$ cat src/rtl/tff_toggle_scheduler.sv
// Round-robin scheduler that owns a bank of T flip-flops and applies one
// granted requester's toggle burst at a time, one toggle per RUN step.

// Single T flip-flop of the bank; the scheduler supplies a gated toggle strobe.
module tff_toggle_cell (
    input  logic clk,
    input  logic rst,
    input  logic t,
    output logic q
);
    // Flip on strobe, clear on reset.
    always_ff @(posedge clk) begin
        if (rst)    q <= 1'b0;
        else if (t) q <= ~q;
    end
endmodule

module tff_toggle_scheduler #(
    parameter int NREQ  = 4,
    parameter int NBITS = 8,
    parameter int GAP   = 0
) (
    input  logic                        clk,
    input  logic                        rst,
    input  logic                        ena,
    input  logic [NREQ-1:0]             req,
    input  logic [NREQ*$clog2(NBITS)-1:0] tgt,
    input  logic [NREQ*4-1:0]           cnt,
    output logic [NREQ-1:0]             gnt,
    output logic [NREQ-1:0]             done,
    output logic                        busy,
    output logic [NBITS-1:0]            q,
    output logic [NBITS-1:0]            tog
);
    localparam int IW = $clog2(NBITS);
    localparam int CW = 4;
    localparam int PW = $clog2(NREQ);

    typedef enum logic [1:0] {IDLE, RUN, WAIT, DONE} state_t;

    state_t          state;
    logic [PW-1:0]   ptr;
    logic [PW-1:0]   idx;
    logic [IW-1:0]   tgt_l;
    logic [CW-1:0]   rem;
    logic [2:0]      gap;

    logic            hit;
    logic [PW-1:0]   sel;
    logic [IW-1:0]   sel_tgt;
    logic [CW-1:0]   sel_cnt;
    logic [NBITS-1:0] bit_mask;
    logic [NBITS-1:0] flip;

    // Round-robin pick: first set req scanning upward from ptr, wrapping.
    always_comb begin
        hit = 1'b0;
        sel = '0;
        for (int k = 0; k < NREQ; k++) begin
            if (!hit && req[(int'(ptr) + k) % NREQ]) begin
                hit = 1'b1;
                sel = PW'((int'(ptr) + k) % NREQ);
            end
        end
    end

    assign sel_tgt  = tgt[IW*sel +: IW];
    assign sel_cnt  = cnt[CW*sel +: CW];
    assign bit_mask = {{(NBITS-1){1'b0}}, 1'b1} << tgt_l;
    // Only the latched target flips, and only on an enabled RUN edge.
    assign flip     = (ena && state == RUN) ? bit_mask : '0;
    assign busy     = (state != IDLE);

    generate
        for (genvar i = 0; i < NBITS; i++) begin : g_bit
            tff_toggle_cell u_cell (
                .clk (clk),
                .rst (rst),
                .t   (flip[i]),
                .q   (q[i])
            );
        end
    endgenerate

    // Scheduler FSM with registered grant, done and toggle strobe.
    always_ff @(posedge clk) begin
        if (rst) begin
            state <= IDLE;
            gnt   <= '0;
            done  <= '0;
            tog   <= '0;
            ptr   <= '0;
            idx   <= '0;
            tgt_l <= '0;
            rem   <= '0;
            gap   <= '0;
        end else if (ena) begin
            case (state)
                IDLE: begin
                    tog  <= '0;
                    done <= '0;
                    if (hit) begin
                        gnt   <= {{(NREQ-1){1'b0}}, 1'b1} << sel;
                        idx   <= sel;
                        tgt_l <= sel_tgt;
                        rem   <= sel_cnt;
                        state <= (sel_cnt != '0) ? RUN : DONE;
                    end
                end
                RUN: begin
                    tog <= bit_mask;
                    rem <= rem - 1'b1;
                    if (rem == CW'(1)) begin
                        state <= DONE;
                    end else if (GAP > 0) begin
                        gap   <= 3'(GAP);
                        state <= WAIT;
                    end
                end
                WAIT: begin
                    tog <= '0;
                    gap <= gap - 1'b1;
                    if (gap == 3'd1) state <= RUN;
                end
                DONE: begin
                    tog <= '0;
                    // First DONE edge emits the pulse; the second returns to IDLE.
                    if (done == '0) begin
                        done <= gnt;
                        gnt  <= '0;
                        ptr  <= (idx == PW'(NREQ-1)) ? '0 : idx + PW'(1);
                    end else begin
                        done  <= '0;
                        state <= IDLE;
                    end
                end
                default: state <= IDLE;
            endcase
        end
    end
endmodule

$ cat config.mk
export PLATFORM = sky130hd
export DESIGN_NAME = tff_toggle_scheduler
export DESIGN_NICKNAME = d
export VERILOG_FILES = /design/src/rtl/tff_toggle_scheduler.sv
export SDC_FILE = /design/constraint.sdc
export NUM_CORES = 1
export LEC_CHECK = 0
export CAP_MARGIN = 20
export CORE_ASPECT_RATIO = 0.9
export CORE_MARGIN = 5
export CORE_UTILIZATION = 50
export DETAILED_ROUTE_END_ITERATION = 6
export PLACE_DENSITY = 0.83
export RECOVER_POWER = 25
export REMOVE_ABC_BUFFERS = 1
export SETUP_SLACK_MARGIN = 0.3
export SLEW_MARGIN = 40
export SYNTH_ARGS = -nofsm -noshare
export SYNTH_HDL_FRONTEND = slang
export SYNTH_SLANG_ARGS = --single-unit
$ cat constraint.sdc
create_clock -name clk -period 5.8 [get_ports clk]
set_input_delay 0.58 -clock clk [delete_from_list [all_inputs] [get_ports clk]]
set_output_delay 0.58 -clock clk [all_outputs]
set_load 0.005 [all_outputs]
==> qor.txt, run 1 <==
status -> complete, no violations
Slew Viols, Final -> 0
diodes inserted -> 0
max-cap viol count -> 0
worst path required time -> 5990 ps
asr flop ratio synth -> 0
Post-synth EDFFs -> 0
I/O pins -> 60
cell taking the most area after synthesis -> dfxtp_1
Final Setup Violations -> 0
GRT Util Overall -> 0.183
synthesis-stage register bit count -> 40
Die Y -> 72.4 µm
Worst Hold Class -> reg2reg
Pwr Density -> 227 mW/mm²
Final Skew -> 3.35 ps
yosys warns -> 0
first-pass GRT wire length -> 8.40 mm
Main synth FF type -> dfxtp_1
Core Util, Final -> 0.678
initial antenna violation count -> 0
post-cts sizing count -> 0
initial drt markers -> 91
Startpoint Class -> input pin
clk buf depth -> 2
Remaining DRCs -> 0
Rel. slew slack -> 0.542
clk slew on worst S/H paths -> 80 ps
synthesized instance count -> 271
synth top area cells -> dfxtp_1, a21oi_1, ha_1
worst slew pin tran -> 684 ps
Avg Cell Area, Syn -> 7.99 µm²
CTS tree -> done
Starting Density -> 0.524
Power Total -> 0.637 mW
commonest cells in the netlist -> dfxtp_1, a21oi_1, nand2_1, nor2_1
count of different cell masters after synthesis -> 44
total grt overflow -> 0
most frequent cell after synthesis -> dfxtp_1
final hold vios -> 0
vias -> 2035
register area share after synthesis -> 0.370
critical path type -> in2reg
Final ANT Viol Nets -> 0
GPL Wtd Cong -> 0.857
Clock Sinks -> 40
vias per inst -> 5.58
core area -> 0.00413 mm²
vias in the first global route -> 1872
Hold Slack -> 470 ps
dpl cells -> 357
IO buf count -> 59
area growth from synthesis to layout -> 29.4%
Placed Area -> 0.00269 mm²
Post-CTS Hold Buffers -> 0
Reg area -> 801 µm²
pin count of the biggest net entering global routing -> 42
static leakage -> 1.12 nW
die width -> 79.4 µm
VDD IR-drop max -> 0.144 mV
RSZ-0062 raised after global routing -> false
Critical Path AT -> 3120 ps
number of buffers created by CTS -> 5
period utilization -> 0.505
Clock Latency Late Sink -> 290 ps
FMAX -> 341 MHz
Cell Count, Final, Fillers Out -> 365
Clock Tree Root -> clkbuf_8
DIE AREA -> 0.00575 mm²
drt total wl -> 5.10 mm
Tmin final -> 2930 ps
endpoint class of the critical path -> flop
setup ws final -> 2870 ps
fraction of final layout cells sized beyond drive strength 1 -> 0.0284
final setup TNS -> 0 ps
WL per Instance -> 14.0 µm
final-layout fill cell count -> 337
Setup Buffers After CTS -> 0
Placement Setup Slack -> 2590 ps
Netlist Area Pre-Place -> 0.00216 mm²
area of the multi-input gates -> 0.00118 mm²
Site Rows -> 22
area share of the largest cell type after synthesis -> 0.370
Nets -> 361
hpwl dp -> 3.77 mm
Crit Path Max Fanout -> 17
Post-Layout Inst Area -> 0.00280 mm²
H-tree Lvls -> 2
TritonRoute pass-1 iters -> 5
-- layout by cell type (no fill, tap or decap), drive strengths merged, types with 4 or more instances in the layout --
| cell type | Yosys | final |
|---|---|---|
| nor3 | 4 | 4 |
| inv | 15 | 15 |
| o21ai | 4 | 4 |
| nor4 | 5 | 5 |
| a21oi | 30 | 30 |
| clkdlybuf4s50 | 0 | 43 |
| clkbuf | 10 | 6 |
| a21boi | 6 | 6 |
| a211oi | 5 | 5 |
| xor2 | 9 | 9 |
| nand2 | 29 | 29 |
| nand2b | 9 | 9 |
| nor2b | 7 | 7 |
| dlygate4sd3 | 0 | 16 |
| nand3 | 15 | 15 |
| dfxtp | 40 | 40 |
| o211ai | 4 | 4 |
| ha | 10 | 10 |
| nor2 | 25 | 25 |
-- kinds of logic (layout without fill, tap and decap cells) --
group                      count (synthesis)  after routing  share of synthesized area
muxes                                      3              3                     0.0139
xor gates and xnor gates                  10             10                     0.0405
AOI/OAI and AO/OA                         65             65                      0.194
DFF                                       40             40                      0.370
adders and majority gates                 10             10                     0.0578
and+or+nand+nor                          106            106                      0.239
buffers and inverters                     37             83                     0.0855
-- final timing paths --
check               start      end  slack [ps]  cells after the start
hold / removal    done[3]  done[3]         470                      2
hold reg to reg   done[3]  done[3]         470                      2
setup reg to reg   ptr[0]   rem[1]        3340                      6
setup / recovery   req[1]   rem[1]        2870                      7
-- area by class of cell --
type	count	share of cell area
clock buffer	6	0.0259
clock inverter	2	0.0125
inverter	15	0.0201
multi-input combinational	194	0.421
sequential	40	0.286
tap	48	0.0214
timing repair buffer	60	0.213
-- worst max-delay path, stage by stage --
cell and delay [ps]:
clkdlybuf4s50_1 530, nor2_1 80, or4b_1 690, and2_1 440, mux2i_1 210, a211o_1 330
a221oi_1 260
-- power breakdown --
part,leakage [nW],switching [mW],internal [mW]
Clock,0.0552,0.0946,0.128
Combinational,0.741,0.0614,0.0583
Sequential,0.324,0.00978,0.285
Total,1.12,0.166,0.471
-- routing by layer --
layer / up-vias / track usage / wire [µm]
met1: 952 / 0.260 / 2530
met3: 7 / 0.0409 / 237
li1: 1022 / - / -
met4: 0 / 0.0515 / 44
met2: 54 / 0.279 / 2290
met5: - / 0 / 0
-- registers in the layout (all words and copies together), names as in the netlist --
| register | count |
|---|---|
| tgt_l | 3 |
| g_bit.u_cell.q | 8 |
| gnt | 4 |
| ptr | 2 |
| gap | 3 |
| tog | 8 |
| done | 4 |
| state | 2 |
| idx | 2 |
| rem | 4 |
(Power assumes the default switching activity.)
==> run 2, diff against run 1 <==
--- a/config.mk
+++ b/config.mk
@@ -8,9 +8,9 @@
 export CAP_MARGIN = 20
 export CORE_ASPECT_RATIO = 0.9
 export CORE_MARGIN = 5
-export CORE_UTILIZATION = 50
+export CORE_UTILIZATION = 43
 export DETAILED_ROUTE_END_ITERATION = 6
-export PLACE_DENSITY = 0.83
+export PLACE_DENSITY = 0.76
 export RECOVER_POWER = 25
 export REMOVE_ABC_BUFFERS = 1
 export SETUP_SLACK_MARGIN = 0.3
==> constraint.sdc (replaced) <==
create_clock -name clk -period 2.4 [get_ports clk]
set_input_delay 0.24 -clock clk [delete_from_list [all_inputs] [get_ports clk]]
set_output_delay 0.24 -clock clk [all_outputs]
set_load 0.005 [all_outputs]
==> qor.txt, run 2 (synthesis results as in run 1) <==
status -> complete, no violations
H-tree Lvls -> 2
Cell Count, Final, Fillers Out -> 394
Rel. slew slack -> 0.663
Post-Layout Inst Area -> 0.00296 mm²
Hold Path End -> done[0]
WL per Instance -> 13.3 µm
worst path required time -> 2610 ps
IO buf count -> 59
hpwl dp -> 4.04 mm
VDD IR-drop max -> 0.275 mV
diodes inserted -> 0
most common cell after layout, fill and taps aside -> clkdlybuf4s50_1
Logic pwr share -> 0.191
Clock Latency Late Sink -> 300 ps
core area -> 0.00486 mm²
Nets -> 373
area growth from synthesis to layout -> 36.7%
hold depth -> 2
most frequent cells in the layout -> clkdlybuf4s50_1, dfxtp_1, a21oi_1
GRT Util Overall -> 0.167
initial antenna violation count -> 0
Power Total -> 1.62 mW
Remaining DRCs -> 0
RSZ-0062 raised after global routing -> false
area of the multi-input gates -> 0.00119 mm²
Sw Share -> 0.252
Crit Reg-Reg Startpoint -> state[0]
Slew Viols, Final -> 0
number of buffers created by CTS -> 5
Tmin final -> 2020 ps
Startpoint Class -> input pin
Reg area -> 801 µm²
drt total wl -> 5.24 mm
critical path type -> in2reg
dpl cells -> 386
Clock Sinks -> 40
initial drt markers -> 124
Clock power frac -> 0.369
TritonRoute pass-1 iters -> 4
Final Setup Violations -> 0
Crit Path Max Fanout -> 10
reg2reg path depth -> 6
largest registers -> g_bit.u_cell.q (8), tog (8)
Hold Path Origin -> done[0]
Die Y -> 77.3 µm
GPL Wtd Cong -> 0.805
final-layout fill cell count -> 435
reg2reg setup slack -> 450 ps
fraction of final layout cells sized beyond drive strength 1 -> 0.0821
NetSw -> 0.409 mW
Starting Density -> 0.445
endpoint class of the critical path -> flop
worst slew pin tran -> 500 ps
Clock Tree Root -> clkbuf_8
I/O pins -> 60
Pwr Density -> 549 mW/mm²
part of the power in registers -> 0.440
vias per inst -> 5.17
max-cap viol count -> 0
period utilization -> 0.841
pin count of the biggest net entering global routing -> 20
Site Rows -> 24
vias -> 2037
Critical Path AT -> 2230 ps
vias in the first global route -> 1938
total grt overflow -> 0
Placed Area -> 0.00281 mm²
clk buf depth -> 2
Int Pwr -> 1.22 mW
FMAX -> 495 MHz
Worst Hold Class -> reg2reg
static leakage -> 1.22 nW
clk slew on worst S/H paths -> 80 ps
die width -> 84.8 µm
FF-to-FF End -> gnt[3]
Post-CTS Hold Buffers -> 0
Final Skew -> 7.91 ps
first-pass GRT wire length -> 8.98 mm
CTS tree -> done
Final ANT Viol Nets -> 0
DIE AREA -> 0.00655 mm²
final hold vios -> 0
-- run 2: cell count changes in the layout (fill, tap and decap cells not counted), sizes merged --
cell	change
buf	+12
dlymetal6s2s	+3
clkbuf	+1
clkinv	-1
dlygate4sd3	-3
-- run 2: repair_timing --
item                                    4_1_cts  5_1_grt
endpoints found under the setup margin        4       10
endpoints found under the hold margin         0        0
setup buffers                                 0        0
pin swaps                                     0        5
gates resized for setup                       3        8
-- run 2: worst max-delay path: stages --
cell and delay [ps]:
clkdlybuf4s50_1 490, nor2_1 70, or4b_4 540, buf_6 160, a21boi_1 140, a211oi_1 80, a211o_1 290, a221oi_1 220
-- run 2: worst max path at each step --
stage                 from       end  slack [ps]  cells past startpoint
floorplan           ptr[0]    rem[1]         260                      6
global placement    req[3]    gnt[3]           1                      7
detailed placement  req[3]  tgt_l[2]         -60                      8
CTS                 req[3]    rem[1]         340                      8
global route        req[1]  state[1]         300                      8
finish              req[1]    rem[1]         380                      8
-- run 2: final cells by class --
cell class | instances | share of cell area
well taps | 65 | 0.0275
repair buffers | 72 | 0.236
clock inverters | 1 | 0.0101
multi-input cells | 194 | 0.404
inverters | 15 | 0.0190
flip-flops and latches | 40 | 0.271
clock buffers | 7 | 0.0326
-- run 2: through the flow --
stage	setup slack (ps)	hold slack [ps]	utilization	setup TNS, ps
finish	381	468	0.608	0
global route	303	495	0.608	0
CTS	337	471	0.604	0
detailed placement	-59.0	462	0.577	-130
global placement	1.41	456	0.577	0
floorplan	256	309	-	0
-- run 2: power groups by stage --
stage	clock network, mW	logic [mW]	registers, mW
3_3_place_gp	0	0.302	0.728
6_report	0.599	0.310	0.715
2_1_floorplan	0	0.158	0.725
4_1_cts	0.614	0.311	0.714
5_1_grt	0.654	0.348	0.718
3_5_place_dp	0	0.307	0.730
-- run 2: layer usage --
metal / part of all wire / global-route usage / routed length [µm]
met2: 0.44 / 0.246 / 2310
met5: 0 / 0 / 0
met1: 0.48 / 0.235 / 2510
met4: 0.012 / 0.0570 / 63
met3: 0.069 / 0.0461 / 359
